==> config.mk <==
export PLATFORM = sky130hd
export DESIGN_NAME = hazard_control_unit_flat
export DESIGN_NICKNAME = d
export VERILOG_FILES = /design/src/rtl/hazard_pkg.sv /design/src/rtl/hazard_control_unit_if.sv /design/src/rtl/hazard_sat_counter.sv /design/src/rtl/hazard_control_unit.sv /design/src/flat_wrapper.sv
export SDC_FILE = /design/constraint.sdc
export NUM_CORES = 1
export LEC_CHECK = 0
export ABC_CLOCK_PERIOD_IN_PS = 2450
export BUFFER_PORTS_ARGS = -buffer_cell sky130_fd_sc_hd__buf_2
export CORE_UTILIZATION = 35
export DETAILED_ROUTE_END_ITERATION = 10
export SYNTH_ARGS = -nofsm -noshare
export SYNTH_HDL_FRONTEND = slang
export SYNTH_SLANG_ARGS = --single-unit
==> constraint.sdc <==
create_clock -name clk -period 2.45 [get_ports clk]
set_clock_uncertainty 0.1 [all_clocks]
set_input_delay 0.49 -clock clk [delete_from_list [all_inputs] [get_ports clk]]
set_output_delay 0.49 -clock clk [all_outputs]
set_load 0.03 [all_outputs]
==> src/rtl/hazard_pkg.sv <==
// Shared types and helpers for the pipeline hazard controller.
//   hazardState_e : controller state (RUN, LOAD_STALL, FLUSH, MEM_WAIT)
//   REG_ZERO      : index of the hard-wired zero register (never stalls)
//   remWidth()    : width of the remaining-cycles down-counter
package hazard_pkg;

   typedef enum logic [1:0] {
      RUN        = 2'd0,
      LOAD_STALL = 2'd1,
      FLUSH      = 2'd2,
      MEM_WAIT   = 2'd3
   } hazardState_e;

   localparam int unsigned REG_ZERO = 0;

   // Enough bits to hold the longest reload value of either sequence.
   function automatic int unsigned remWidth(input int unsigned loadStallCycles,
                                            input int unsigned flushSlots);
      int unsigned maxCycles;
      maxCycles = (loadStallCycles > flushSlots) ? loadStallCycles : flushSlots;
      return $clog2(maxCycles + 1);
   endfunction

endpackage

==> src/rtl/hazard_control_unit_if.sv <==
// Bundle between the ID-stage pipeline and the hazard controller.
//   Pipeline -> controller : BranchControl, ID_EX_MemRead, ID_EX_RegisterRt,
//                            IF_ID_RegisterRs, IF_ID_RegisterRt, IF_ID_UsesRt,
//                            MemReq, MemReady
//   Controller -> pipeline : PCWrite, IF_ID_Write, ID_EX_Bubble, IF_ID_Flush,
//                            Freeze, StallCount, FlushCount
//   master = pipeline side, slave = hazard controller side.
interface hazard_control_unit_if #(
   parameter int unsigned REG_ADDR_W = 5,
   parameter int unsigned CNT_W      = 16
);

   logic                  BranchControl;
   logic                  ID_EX_MemRead;
   logic [REG_ADDR_W-1:0] ID_EX_RegisterRt;
   logic [REG_ADDR_W-1:0] IF_ID_RegisterRs;
   logic [REG_ADDR_W-1:0] IF_ID_RegisterRt;
   logic                  IF_ID_UsesRt;
   logic                  MemReq;
   logic                  MemReady;

   logic                  PCWrite;
   logic                  IF_ID_Write;
   logic                  ID_EX_Bubble;
   logic                  IF_ID_Flush;
   logic                  Freeze;
   logic [CNT_W-1:0]      StallCount;
   logic [CNT_W-1:0]      FlushCount;

   modport master (
      output BranchControl, ID_EX_MemRead, ID_EX_RegisterRt, IF_ID_RegisterRs,
             IF_ID_RegisterRt, IF_ID_UsesRt, MemReq, MemReady,
      input  PCWrite, IF_ID_Write, ID_EX_Bubble, IF_ID_Flush, Freeze,
             StallCount, FlushCount
   );

   modport slave (
      input  BranchControl, ID_EX_MemRead, ID_EX_RegisterRt, IF_ID_RegisterRs,
             IF_ID_RegisterRt, IF_ID_UsesRt, MemReq, MemReady,
      output PCWrite, IF_ID_Write, ID_EX_Bubble, IF_ID_Flush, Freeze,
             StallCount, FlushCount
   );

endinterface

==> src/rtl/hazard_sat_counter.sv <==
// Saturating up-counter for performance debug; holds at all-ones.
//   clk, reset (async, active-high), inc : count enable, count : current value
module hazard_sat_counter #(
   parameter int unsigned W = 16
) (
   input  logic         clk,
   input  logic         reset,
   input  logic         inc,
   output logic [W-1:0] count
);

   always_ff @(posedge clk or posedge reset) begin
      if (reset) begin
         count <= '0;
      end else if (inc && (count != {W{1'b1}})) begin
         count <= count + W'(1);
      end
   end

endmodule

==> src/rtl/hazard_control_unit.sv <==
// Pipeline hazard controller beside the ID stage: multi-cycle load-use stalls,
// multi-slot branch flushes and a full freeze while data memory is busy.
//   clk, reset (async, active-high)
//   hcu (slave) : hazard inputs from ID/EX, memory handshake, pipeline
//                 register controls and saturating stall/flush counters
// Control outputs are combinational from state and current inputs.
module hazard_control_unit
   import hazard_pkg::*;
#(
   parameter int unsigned REG_ADDR_W        = 5,
   parameter int unsigned LOAD_STALL_CYCLES = 1,
   parameter int unsigned FLUSH_SLOTS       = 1,
   parameter int unsigned CNT_W             = 16
) (
   input  logic                 clk,
   input  logic                 reset,
   hazard_control_unit_if.slave hcu
);

   localparam int unsigned     REM_W        = remWidth(LOAD_STALL_CYCLES, FLUSH_SLOTS);
   localparam logic [REM_W-1:0] STALL_RELOAD = REM_W'(LOAD_STALL_CYCLES - 1);
   localparam logic [REM_W-1:0] FLUSH_RELOAD = REM_W'(FLUSH_SLOTS - 1);
   localparam logic [REM_W-1:0] REM_ONE      = REM_W'(1);

   hazardState_e     state, stateNext;
   hazardState_e     shadowState, shadowStateNext;
   hazardState_e     effState;
   logic [REM_W-1:0] rem, remNext;
   logic [REM_W-1:0] shadowRem, shadowRemNext;
   logic [REM_W-1:0] effRem;
   logic             hazard;
   logic             memWait;
   logic             waiting;
   logic             stallInc;
   logic             flushInc;

   // Load-use on rs always, on rt only when the ID instruction reads it.
   assign hazard = hcu.ID_EX_MemRead
                && (hcu.ID_EX_RegisterRt != REG_ADDR_W'(REG_ZERO))
                && ((hcu.ID_EX_RegisterRt == hcu.IF_ID_RegisterRs)
                    || (hcu.IF_ID_UsesRt && (hcu.ID_EX_RegisterRt == hcu.IF_ID_RegisterRt)));

   // Once in MEM_WAIT only a completed access releases the freeze.
   assign memWait = hcu.MemReq && !hcu.MemReady;
   assign waiting = memWait || ((state == MEM_WAIT) && !hcu.MemReq);

   // Next state, counter enables and pipeline controls.
   always_comb begin
      hcu.PCWrite      = 1'b1;
      hcu.IF_ID_Write  = 1'b1;
      hcu.ID_EX_Bubble = 1'b0;
      hcu.IF_ID_Flush  = 1'b0;
      hcu.Freeze       = 1'b0;
      stateNext        = state;
      remNext          = rem;
      shadowStateNext  = shadowState;
      shadowRemNext    = shadowRem;
      stallInc         = 1'b0;
      flushInc         = 1'b0;
      // On the release cycle the shadowed state runs as if never interrupted.
      effState         = (state == MEM_WAIT) ? shadowState : state;
      effRem           = (state == MEM_WAIT) ? shadowRem : rem;

      if (waiting) begin
         hcu.Freeze      = 1'b1;
         hcu.PCWrite     = 1'b0;
         hcu.IF_ID_Write = 1'b0;
         if (state != MEM_WAIT) begin
            shadowStateNext = state;
            shadowRemNext   = rem;
            stateNext       = MEM_WAIT;
         end
      end else if (hcu.BranchControl) begin
         // Taken branch beats load-use and aborts or restarts any sequence.
         hcu.IF_ID_Flush = 1'b1;
         flushInc        = 1'b1;
         if (FLUSH_SLOTS > 1) begin
            stateNext = FLUSH;
            remNext   = FLUSH_RELOAD;
         end else begin
            stateNext = RUN;
            remNext   = '0;
         end
      end else begin
         case (effState)
            RUN: begin
               stateNext = RUN;
               remNext   = '0;
               if (hazard) begin
                  hcu.PCWrite      = 1'b0;
                  hcu.IF_ID_Write  = 1'b0;
                  hcu.ID_EX_Bubble = 1'b1;
                  stallInc         = 1'b1;
                  if (LOAD_STALL_CYCLES > 1) begin
                     stateNext = LOAD_STALL;
                     remNext   = STALL_RELOAD;
                  end
               end
            end
            LOAD_STALL: begin
               hcu.PCWrite      = 1'b0;
               hcu.IF_ID_Write  = 1'b0;
               hcu.ID_EX_Bubble = 1'b1;
               stallInc         = 1'b1;
               remNext          = (effRem <= REM_ONE) ? '0 : effRem - REM_ONE;
               stateNext        = (effRem <= REM_ONE) ? RUN : LOAD_STALL;
            end
            FLUSH: begin
               hcu.IF_ID_Flush = 1'b1;
               remNext         = (effRem <= REM_ONE) ? '0 : effRem - REM_ONE;
               stateNext       = (effRem <= REM_ONE) ? RUN : FLUSH;
            end
            default: begin
               stateNext = RUN;
               remNext   = '0;
            end
         endcase
      end
   end

   // State, remaining-cycle counter and freeze shadow.
   always_ff @(posedge clk or posedge reset) begin
      if (reset) begin
         state       <= RUN;
         rem         <= '0;
         shadowState <= RUN;
         shadowRem   <= '0;
      end else begin
         state       <= stateNext;
         rem         <= remNext;
         shadowState <= shadowStateNext;
         shadowRem   <= shadowRemNext;
      end
   end

   hazard_sat_counter #(.W(CNT_W)) stallCounter (
      .clk   (clk),
      .reset (reset),
      .inc   (stallInc),
      .count (hcu.StallCount)
   );

   hazard_sat_counter #(.W(CNT_W)) flushCounter (
      .clk   (clk),
      .reset (reset),
      .inc   (flushInc),
      .count (hcu.FlushCount)
   );

endmodule

==> src/flat_wrapper.sv <==
// flat-port wrapper written by rule: the top's interface ports become plain ports
module hazard_control_unit_flat import hazard_pkg::*;
#(
   parameter int unsigned REG_ADDR_W        = 5,
   parameter int unsigned LOAD_STALL_CYCLES = 1,
   parameter int unsigned FLUSH_SLOTS       = 1,
   parameter int unsigned CNT_W             = 16
)
  (clk, reset, hcu_BranchControl, hcu_ID_EX_MemRead, hcu_ID_EX_RegisterRt, hcu_IF_ID_RegisterRs, hcu_IF_ID_RegisterRt, hcu_IF_ID_UsesRt, hcu_MemReq, hcu_MemReady, hcu_PCWrite, hcu_IF_ID_Write, hcu_ID_EX_Bubble, hcu_IF_ID_Flush, hcu_Freeze, hcu_StallCount, hcu_FlushCount);
  hazard_control_unit_if #(.REG_ADDR_W(REG_ADDR_W), .CNT_W(CNT_W)) hcu_i ();
  input  logic clk;
  input  logic reset;
  input wire logic [$bits(hcu_i.BranchControl)-1:0] hcu_BranchControl;
  input wire logic [$bits(hcu_i.ID_EX_MemRead)-1:0] hcu_ID_EX_MemRead;
  input wire logic [$bits(hcu_i.ID_EX_RegisterRt)-1:0] hcu_ID_EX_RegisterRt;
  input wire logic [$bits(hcu_i.IF_ID_RegisterRs)-1:0] hcu_IF_ID_RegisterRs;
  input wire logic [$bits(hcu_i.IF_ID_RegisterRt)-1:0] hcu_IF_ID_RegisterRt;
  input wire logic [$bits(hcu_i.IF_ID_UsesRt)-1:0] hcu_IF_ID_UsesRt;
  input wire logic [$bits(hcu_i.MemReq)-1:0] hcu_MemReq;
  input wire logic [$bits(hcu_i.MemReady)-1:0] hcu_MemReady;
  output wire logic [$bits(hcu_i.PCWrite)-1:0] hcu_PCWrite;
  output wire logic [$bits(hcu_i.IF_ID_Write)-1:0] hcu_IF_ID_Write;
  output wire logic [$bits(hcu_i.ID_EX_Bubble)-1:0] hcu_ID_EX_Bubble;
  output wire logic [$bits(hcu_i.IF_ID_Flush)-1:0] hcu_IF_ID_Flush;
  output wire logic [$bits(hcu_i.Freeze)-1:0] hcu_Freeze;
  output wire logic [$bits(hcu_i.StallCount)-1:0] hcu_StallCount;
  output wire logic [$bits(hcu_i.FlushCount)-1:0] hcu_FlushCount;
  assign hcu_i.BranchControl = hcu_BranchControl;
  assign hcu_i.ID_EX_MemRead = hcu_ID_EX_MemRead;
  assign hcu_i.ID_EX_RegisterRt = hcu_ID_EX_RegisterRt;
  assign hcu_i.IF_ID_RegisterRs = hcu_IF_ID_RegisterRs;
  assign hcu_i.IF_ID_RegisterRt = hcu_IF_ID_RegisterRt;
  assign hcu_i.IF_ID_UsesRt = hcu_IF_ID_UsesRt;
  assign hcu_i.MemReq = hcu_MemReq;
  assign hcu_i.MemReady = hcu_MemReady;
  assign hcu_PCWrite = hcu_i.PCWrite;
  assign hcu_IF_ID_Write = hcu_i.IF_ID_Write;
  assign hcu_ID_EX_Bubble = hcu_i.ID_EX_Bubble;
  assign hcu_IF_ID_Flush = hcu_i.IF_ID_Flush;
  assign hcu_Freeze = hcu_i.Freeze;
  assign hcu_StallCount = hcu_i.StallCount;
  assign hcu_FlushCount = hcu_i.FlushCount;
  hazard_control_unit #(.REG_ADDR_W(REG_ADDR_W), .LOAD_STALL_CYCLES(LOAD_STALL_CYCLES), .FLUSH_SLOTS(FLUSH_SLOTS), .CNT_W(CNT_W)) u_core (.clk(clk), .reset(reset), .hcu(hcu_i));
endmodule
==> impl_metrics.tcl, run 1 <==
set metrics [dict create \
    outcome "completed" \
    r2r_end "u_core.stallCounter.count[1]" \
    drt_iter0_drc 102 \
    peakVddDrop_mv 0.343 \
    place.port_buffers 58 \
    route.antenna.remaining_nets 0 \
    detailedPlacementHpwl_um 3150 \
    starting_density_pct 36.5 \
    yosys.cell_types.count 35 \
    groute.usage.overall_pct 15.8 \
    std_cell_rows 26 \
    drt_first_pass_iters 4 \
    hold_buffers 0 \
    worst-setup-path-type "in -> out" \
    synth_top_flop_cell "sky130_fd_sc_hd__dfrtp_1" \
    first_pass_grt_wire_length_um 6670 \
    timing_worst_slew_pin_value_ps 513 \
    totalPowerFinal_w 0.00155 \
    final_layout_size_suffix_gt1_share_pct 33.7 \
    coreArea_sq_mm 0.00511 \
    worst_skew_pair.late_latency_ps 280 \
    reg2reg_depth 6 \
    via_count 1583 \
    synth.yosys.seq_area_share_pct 45.7 \
    grt_pass1_vias 1423 \
    drc 0 \
    cts_made_buffers 5 \
    timing.reg2reg.setup_slack_ps 250 \
    layout_worst_path_cycle_share_pct 95.2 \
    cts_resized 0 \
    finalHoldViolations 0 \
    power_density_mw_per_mm2 656 \
    clk_path_buf_depth 2 \
    slew_violations 0 \
    synth.ff_latch_count 34 \
    max_freq_ghz 0.429 \
    die_outline_area_sq_mm 0.00562 \
    gpl.final_weighted_congestion 0.783 \
    leakage_nw 1.10 \
    totalWireLength_um 4120 \
    critical_path_required_ps 1860 \
    area_growth_syn_to_layout_pct 26.5 \
    holdCritPathClass "in -> async" \
    pre_cts_slack_ps 110 \
    synth-async-reset-ratio_pct 100 \
    clkSinkCount 34 \
    post_syn_instances 186 \
    detail_route.wl_per_cell_um 12.7 \
    rsz0062_at_grt "no" \
    tritoncts "done" \
    detail_route.vias_per_cell 4.87 \
    setup_tns_ps 0 \
    clk_transition_reported_paths_ps 70 \
    max_slew_margin_pct 65.6 \
    grt-ovfl-total 0 \
    crit_fanout 4 \
    drv.max_cap_violation_count 0 \
    die_h_um 75.0 \
    final_period_minus_worst_setup_slack_ps 2330 \
    cts_h_tree_depth 2 \
    count_of_flip_flops_with_a_built_in_enable_after_synthesis 0 \
    timing.rr.start "u_core.stallCounter.count[0]" \
    layout.nets 278 \
    setup_violations 0 \
    floorplan.die.width_um 75.0 \
    postCtsSetupRepairBufs 0 \
    timing.critical_path.arrival_ps 1740 \
    io_pins 59 \
    antenna_cells_inserted 0 \
    grt_max_degree 35 \
    worst_slack_ps 118 \
    synth_fp_nets 210 \
    synth.avg_cell_area_sq_um 10.0 \
    synthesized_cell_area_sq_mm 0.00186 \
    worstSetupEndpointType "output port" \
    synth.yosys.warnings 0 \
    clockRootBuffer "sky130_fd_sc_hd__clkbuf_8" \
    initial_antenna_violation_count 0 \
    setup.worst_path.start_class "input port" \
]
==> where the power goes <==
part	leakage, nW	internal (W)	switching (W)
Combinational	0.596	0.000150	0.000266
Sequential	0.460	0.000624	0.0000802
Clock	0.0482	0.000227	0.000200
==> critical path, cell delays in order <==
cell and delay (ps):
sky130_fd_sc_hd__buf_2 120, sky130_fd_sc_hd__or4_4 540, sky130_fd_sc_hd__nor2_4 140, sky130_fd_sc_hd__nor3_1 80
sky130_fd_sc_hd__and2_2 190, sky130_fd_sc_hd__buf_2 170
==> registers in the layout, summed over array words and instances (netlist names) <==
| signal | flops |
|---|---|
| u_core.flushCounter.count | 16 |
| u_core.shadowState | 1 |
| u_core.stallCounter.count | 16 |
| u_core.state | 1 |
==> cell usage after synthesis, types with 2 or more instances <==
library cell / number / area share [%]
sky130_fd_sc_hd__dfrtp_1: 34 / 46
sky130_fd_sc_hd__xnor2_1: 32 / 15
sky130_fd_sc_hd__nand2_1: 18 / 3.6
sky130_fd_sc_hd__nand3_1: 18 / 4.8
sky130_fd_sc_hd__nand4_1: 16 / 5.4
sky130_fd_sc_hd__nor2_1: 10 / 2.0
sky130_fd_sc_hd__and3_1: 7 / 2.4
sky130_fd_sc_hd__nor3_1: 7 / 1.9
sky130_fd_sc_hd__inv_1: 4 / 0.81
sky130_fd_sc_hd__a21oi_1: 3 / 0.81
sky130_fd_sc_hd__mux2_2: 3 / 1.8
sky130_fd_sc_hd__nor4_1: 3 / 1.0
sky130_fd_sc_hd__and2_1: 2 / 0.67
sky130_fd_sc_hd__and2_2: 2 / 0.81
sky130_fd_sc_hd__and4_1: 2 / 0.94
sky130_fd_sc_hd__ha_1: 2 / 1.3
sky130_fd_sc_hd__nand2b_1: 2 / 0.67
sky130_fd_sc_hd__nor4_2: 2 / 1.3
sky130_fd_sc_hd__o21a_1: 2 / 0.81
sky130_fd_sc_hd__xor2_1: 2 / 0.94
==> logic make-up after synthesis <==
| logic type | after synthesis | share of synthesized area (%) |
|---|---|---|
| buffers and inverters | 8 | 2.28 |
| and+or+nand+nor | 96 | 29.0 |
| muxes | 4 | 2.62 |
| DFF | 34 | 45.7 |
| AOI/OAI and AO/OA | 8 | 3.09 |
| xor gates and xnor gates | 34 | 16.0 |
| adders and majority gates | 2 | 1.34 |
==> layer usage <==
metal,wire length [um],part of all wire (%),track usage [%],up-vias
li1,-,-,-,800
met1,2050,50,21.5,749
met2,1860,45,24.5,30
met3,169,4.1,4.82,4
met4,36,0.87,4.40,0
met5,0,0,0,-
==> through the flow <==
step	cell area, sq um	std cells	hold slack [ps]	utilization, %
detailed placement	2270	317	380	44.4
CTS	2360	325	205	46.2
floorplan	1870	186	358	-
global placement	2270	317	371	44.4
finish	2360	325	194	46.2
global route	2360	325	235	46.2
==> cell type report <==
| type | instances | area, sq um |
|---|---|---|
| Tap cell | 70 | 87.6 |
| Timing Repair Buffer | 64 | 335 |
| Clock inverter | 1 | 5.00 |
| Multi-Input combinational cell | 144 | 973 |
| Inverter | 5 | 18.8 |
| Sequential cell | 34 | 851 |
| Clock buffer | 7 | 86.3 |
| Fill cell | 504 | 2750 |
==> worst max path at each step <==
stage | from | end | cells past startpoint
detailed placement | hcu_ID_EX_RegisterRt[0] | hcu_ID_EX_Bubble | 6
global placement | hcu_ID_EX_RegisterRt[0] | hcu_ID_EX_Bubble | 6
CTS | hcu_ID_EX_RegisterRt[0] | hcu_ID_EX_Bubble | 6
global route | hcu_ID_EX_RegisterRt[0] | hcu_IF_ID_Write | 6
floorplan | hcu_ID_EX_RegisterRt[0] | hcu_PCWrite | 5
finish | hcu_ID_EX_RegisterRt[0] | hcu_ID_EX_Bubble | 6
==> cells in the final DEF (no fill, tap or decap), types with 2 or more instances in the layout <==
cell,count
sky130_fd_sc_hd__o21a_1,2
sky130_fd_sc_hd__nor3_1,7
sky130_fd_sc_hd__nor4_1,3
sky130_fd_sc_hd__a21oi_1,2
sky130_fd_sc_hd__clkbuf_8,6
sky130_fd_sc_hd__mux2_2,3
sky130_fd_sc_hd__buf_4,6
sky130_fd_sc_hd__xnor2_1,32
sky130_fd_sc_hd__nor2_1,10
sky130_fd_sc_hd__nand3_1,18
sky130_fd_sc_hd__inv_1,4
sky130_fd_sc_hd__ha_1,2
sky130_fd_sc_hd__and2_1,2
sky130_fd_sc_hd__nand4_1,16
sky130_fd_sc_hd__buf_2,58
sky130_fd_sc_hd__nand2b_1,2
sky130_fd_sc_hd__and2_2,2
sky130_fd_sc_hd__nand2_1,18
sky130_fd_sc_hd__dfrtp_1,34
sky130_fd_sc_hd__and3_1,7
sky130_fd_sc_hd__and4_1,2
sky130_fd_sc_hd__nor4_2,2
sky130_fd_sc_hd__xor2_1,2
No activity file was read; power rests on OpenSTA's default activity.
==> run 2: changes to the inputs <==
--- a/config.mk
+++ b/config.mk
@@ -9,6 +9,7 @@
 export BUFFER_PORTS_ARGS = -buffer_cell sky130_fd_sc_hd__buf_2
 export CORE_UTILIZATION = 35
 export DETAILED_ROUTE_END_ITERATION = 10
+export PLACE_DENSITY_LB_ADDON = 0.25
 export SYNTH_ARGS = -nofsm -noshare
 export SYNTH_HDL_FRONTEND = slang
 export SYNTH_SLANG_ARGS = --single-unit
==> run 2 against run 1 <==
Effect of this change: total power down 0.54%; design area is the same; hold slack worse by 2.2 ps; fmax shrank 0.56%; largest power group unchanged; clock power is 0.9% lower; cell count did not move.
==> impl_metrics.tcl, run 2 (same netlist as run 1, synthesis figures left out) <==
set metrics [dict create \
    drt_first_pass_iters 4 \
    final-seq-area_sq_um 851 \
    layout_worst_path_cycle_share_pct 95.7 \
    initial_antenna_violation_count 0 \
    worstSetupEndpointType "output port" \
    cts_resized 0 \
    reg2reg_depth 6 \
    detail_route.wl_per_cell_um 12.4 \
    setup.worst_path.start_class "input port" \
    fill_cells 519 \
    area_growth_syn_to_layout_pct 26.5 \
    outcome "completed" \
    timing.rr.start "u_core.stallCounter.count[0]" \
    leakage_nw 1.10 \
    detail_route.vias_per_cell 4.76 \
    setup_violations 0 \
    drv.max_cap_violation_count 0 \
    place.port_buffers 58 \
    antenna_cells_inserted 0 \
    clkSinkCount 34 \
    floorplan.die.width_um 75.0 \
    pre_cts_slack_ps 100 \
    tritoncts "done" \
    std_cell_rows 26 \
    worst_slack_ps 105 \
    crit_fanout 4 \
    max_slew_margin_pct 67.3 \
    timing.critical_path.from "hcu_ID_EX_RegisterRt[0]" \
    gpl.final_weighted_congestion 0.739 \
    top_regs "u_core.flushCounter.count x16, u_core.stallCounter.count x16" \
    die_h_um 75.0 \
    first_pass_grt_wire_length_um 6620 \
    groute.usage.overall_pct 15.7 \
    timing_worst_slew_pin_value_ps 488 \
    power_density_mw_per_mm2 653 \
    hold_buffers 0 \
    cts_made_buffers 5 \
    timing.reg2reg.setup_slack_ps 280 \
    detailedPlacementHpwl_um 3090 \
    max_freq_ghz 0.426 \
    r2r_end "u_core.stallCounter.count[1]" \
    highest_count_cells_in_the_layout_ignoring_fill_and_taps "sky130_fd_sc_hd__buf_2 (58), sky130_fd_sc_hd__dfrtp_1 (34), sky130_fd_sc_hd__xnor2_1 (32)" \
    layout.cells.most_common "sky130_fd_sc_hd__buf_2" \
    io_pins 59 \
    totalWireLength_um 4030 \
    setup_tns_ps 0 \
    route.antenna.remaining_nets 0 \
    rsz0062_at_grt "no" \
    clk_transition_reported_paths_ps 70 \
    finalHoldViolations 0 \
    starting_density_pct 36.5 \
    critical_path_required_ps 1860 \
    layout.nets 278 \
    via_count 1546 \
    slew_violations 0 \
    grt-ovfl-total 0 \
    clockRootBuffer "sky130_fd_sc_hd__clkbuf_8" \
    timing.critical_path.arrival_ps 1760 \
    postCtsSetupRepairBufs 0 \
    drt_iter0_drc 74 \
    drc 0 \
    final_layout_size_suffix_gt1_share_pct 33.7 \
    worst_skew_pair.late_latency_ps 280 \
    die_outline_area_sq_mm 0.00562 \
    clk_path_buf_depth 2 \
    worst-setup-path-type "in -> out" \
    holdCritPathClass "in -> async" \
    grt_pass1_vias 1429 \
    multiInputGateArea_sq_um 973 \
    grt_max_degree 35 \
    peakVddDrop_mv 0.278 \
    cts_h_tree_depth 2 \
    final_period_minus_worst_setup_slack_ps 2350 \
    coreArea_sq_mm 0.00511 \
]
[run 2: cell counts in the layout (fill, tap and decap cells not counted)]
No cell type changed its count.
[run 2: through the flow]
| step | area (sq um) | hold WS, ps | util [%] | std cells | power (W) |
|---|---|---|---|---|---|
| final | 2360 | 192 | 46.2 | 325 | 0.00154 |
| after detailed placement | 2270 | 374 | 44.4 | 317 | 0.00113 |
| after global placement | 2270 | 371 | 44.4 | 317 | 0.00113 |
| after CTS | 2360 | 204 | 46.2 | 325 | 0.00156 |
| after floorplan | 1870 | 358 | - | 186 | 0.000993 |
| after global routing | 2360 | 254 | 46.2 | 325 | 0.00164 |
[run 2: how the worst max path moves through the flow]
| stage | endpoint | slack [ps] | cells past startpoint |
|---|---|---|---|
| global placement | hcu_ID_EX_Bubble | 130 | 6 |
| CTS | hcu_ID_EX_Bubble | 100 | 6 |
| floorplan | hcu_PCWrite | 50 | 5 |
| detailed placement | hcu_ID_EX_Bubble | 100 | 6 |
| global route | hcu_IF_ID_Write | 60 | 6 |
| finish | hcu_ID_EX_Bubble | 100 | 6 |
[run 2: where the power goes]
part / leakage, nW / switching (W) / internal, W
Clock: 0.0482 / 0.000196 / 0.000226
Sequential: 0.460 / 0.0000793 / 0.000624
Combinational: 0.596 / 0.000263 / 0.000149
[run 2: layer usage]
metal	GRT usage [%]	vias up	wire length, um
met5	0	-	0
met1	22.3	715	2040
met4	5.03	0	53
met3	3.88	5	139
li1	-	800	-
met2	23.4	26	1800
[run 2: area by class of cell]
class                   count  share of cell area [%]
clock buffers               7                    3.66
flip-flops and latches     34                    36.1
repair buffers             64                    14.2
inverters                   5                   0.796
well taps                  70                    3.72
multi-input cells         144                    41.3
clock inverters             1                   0.212
[run 2: worst max-delay path, cell delays in order]
cell                     delay (ps)
sky130_fd_sc_hd__buf_2          120
sky130_fd_sc_hd__or4_4          550
sky130_fd_sc_hd__nor2_4         150
sky130_fd_sc_hd__nor3_1          80
sky130_fd_sc_hd__and2_2         190
sky130_fd_sc_hd__buf_2          170
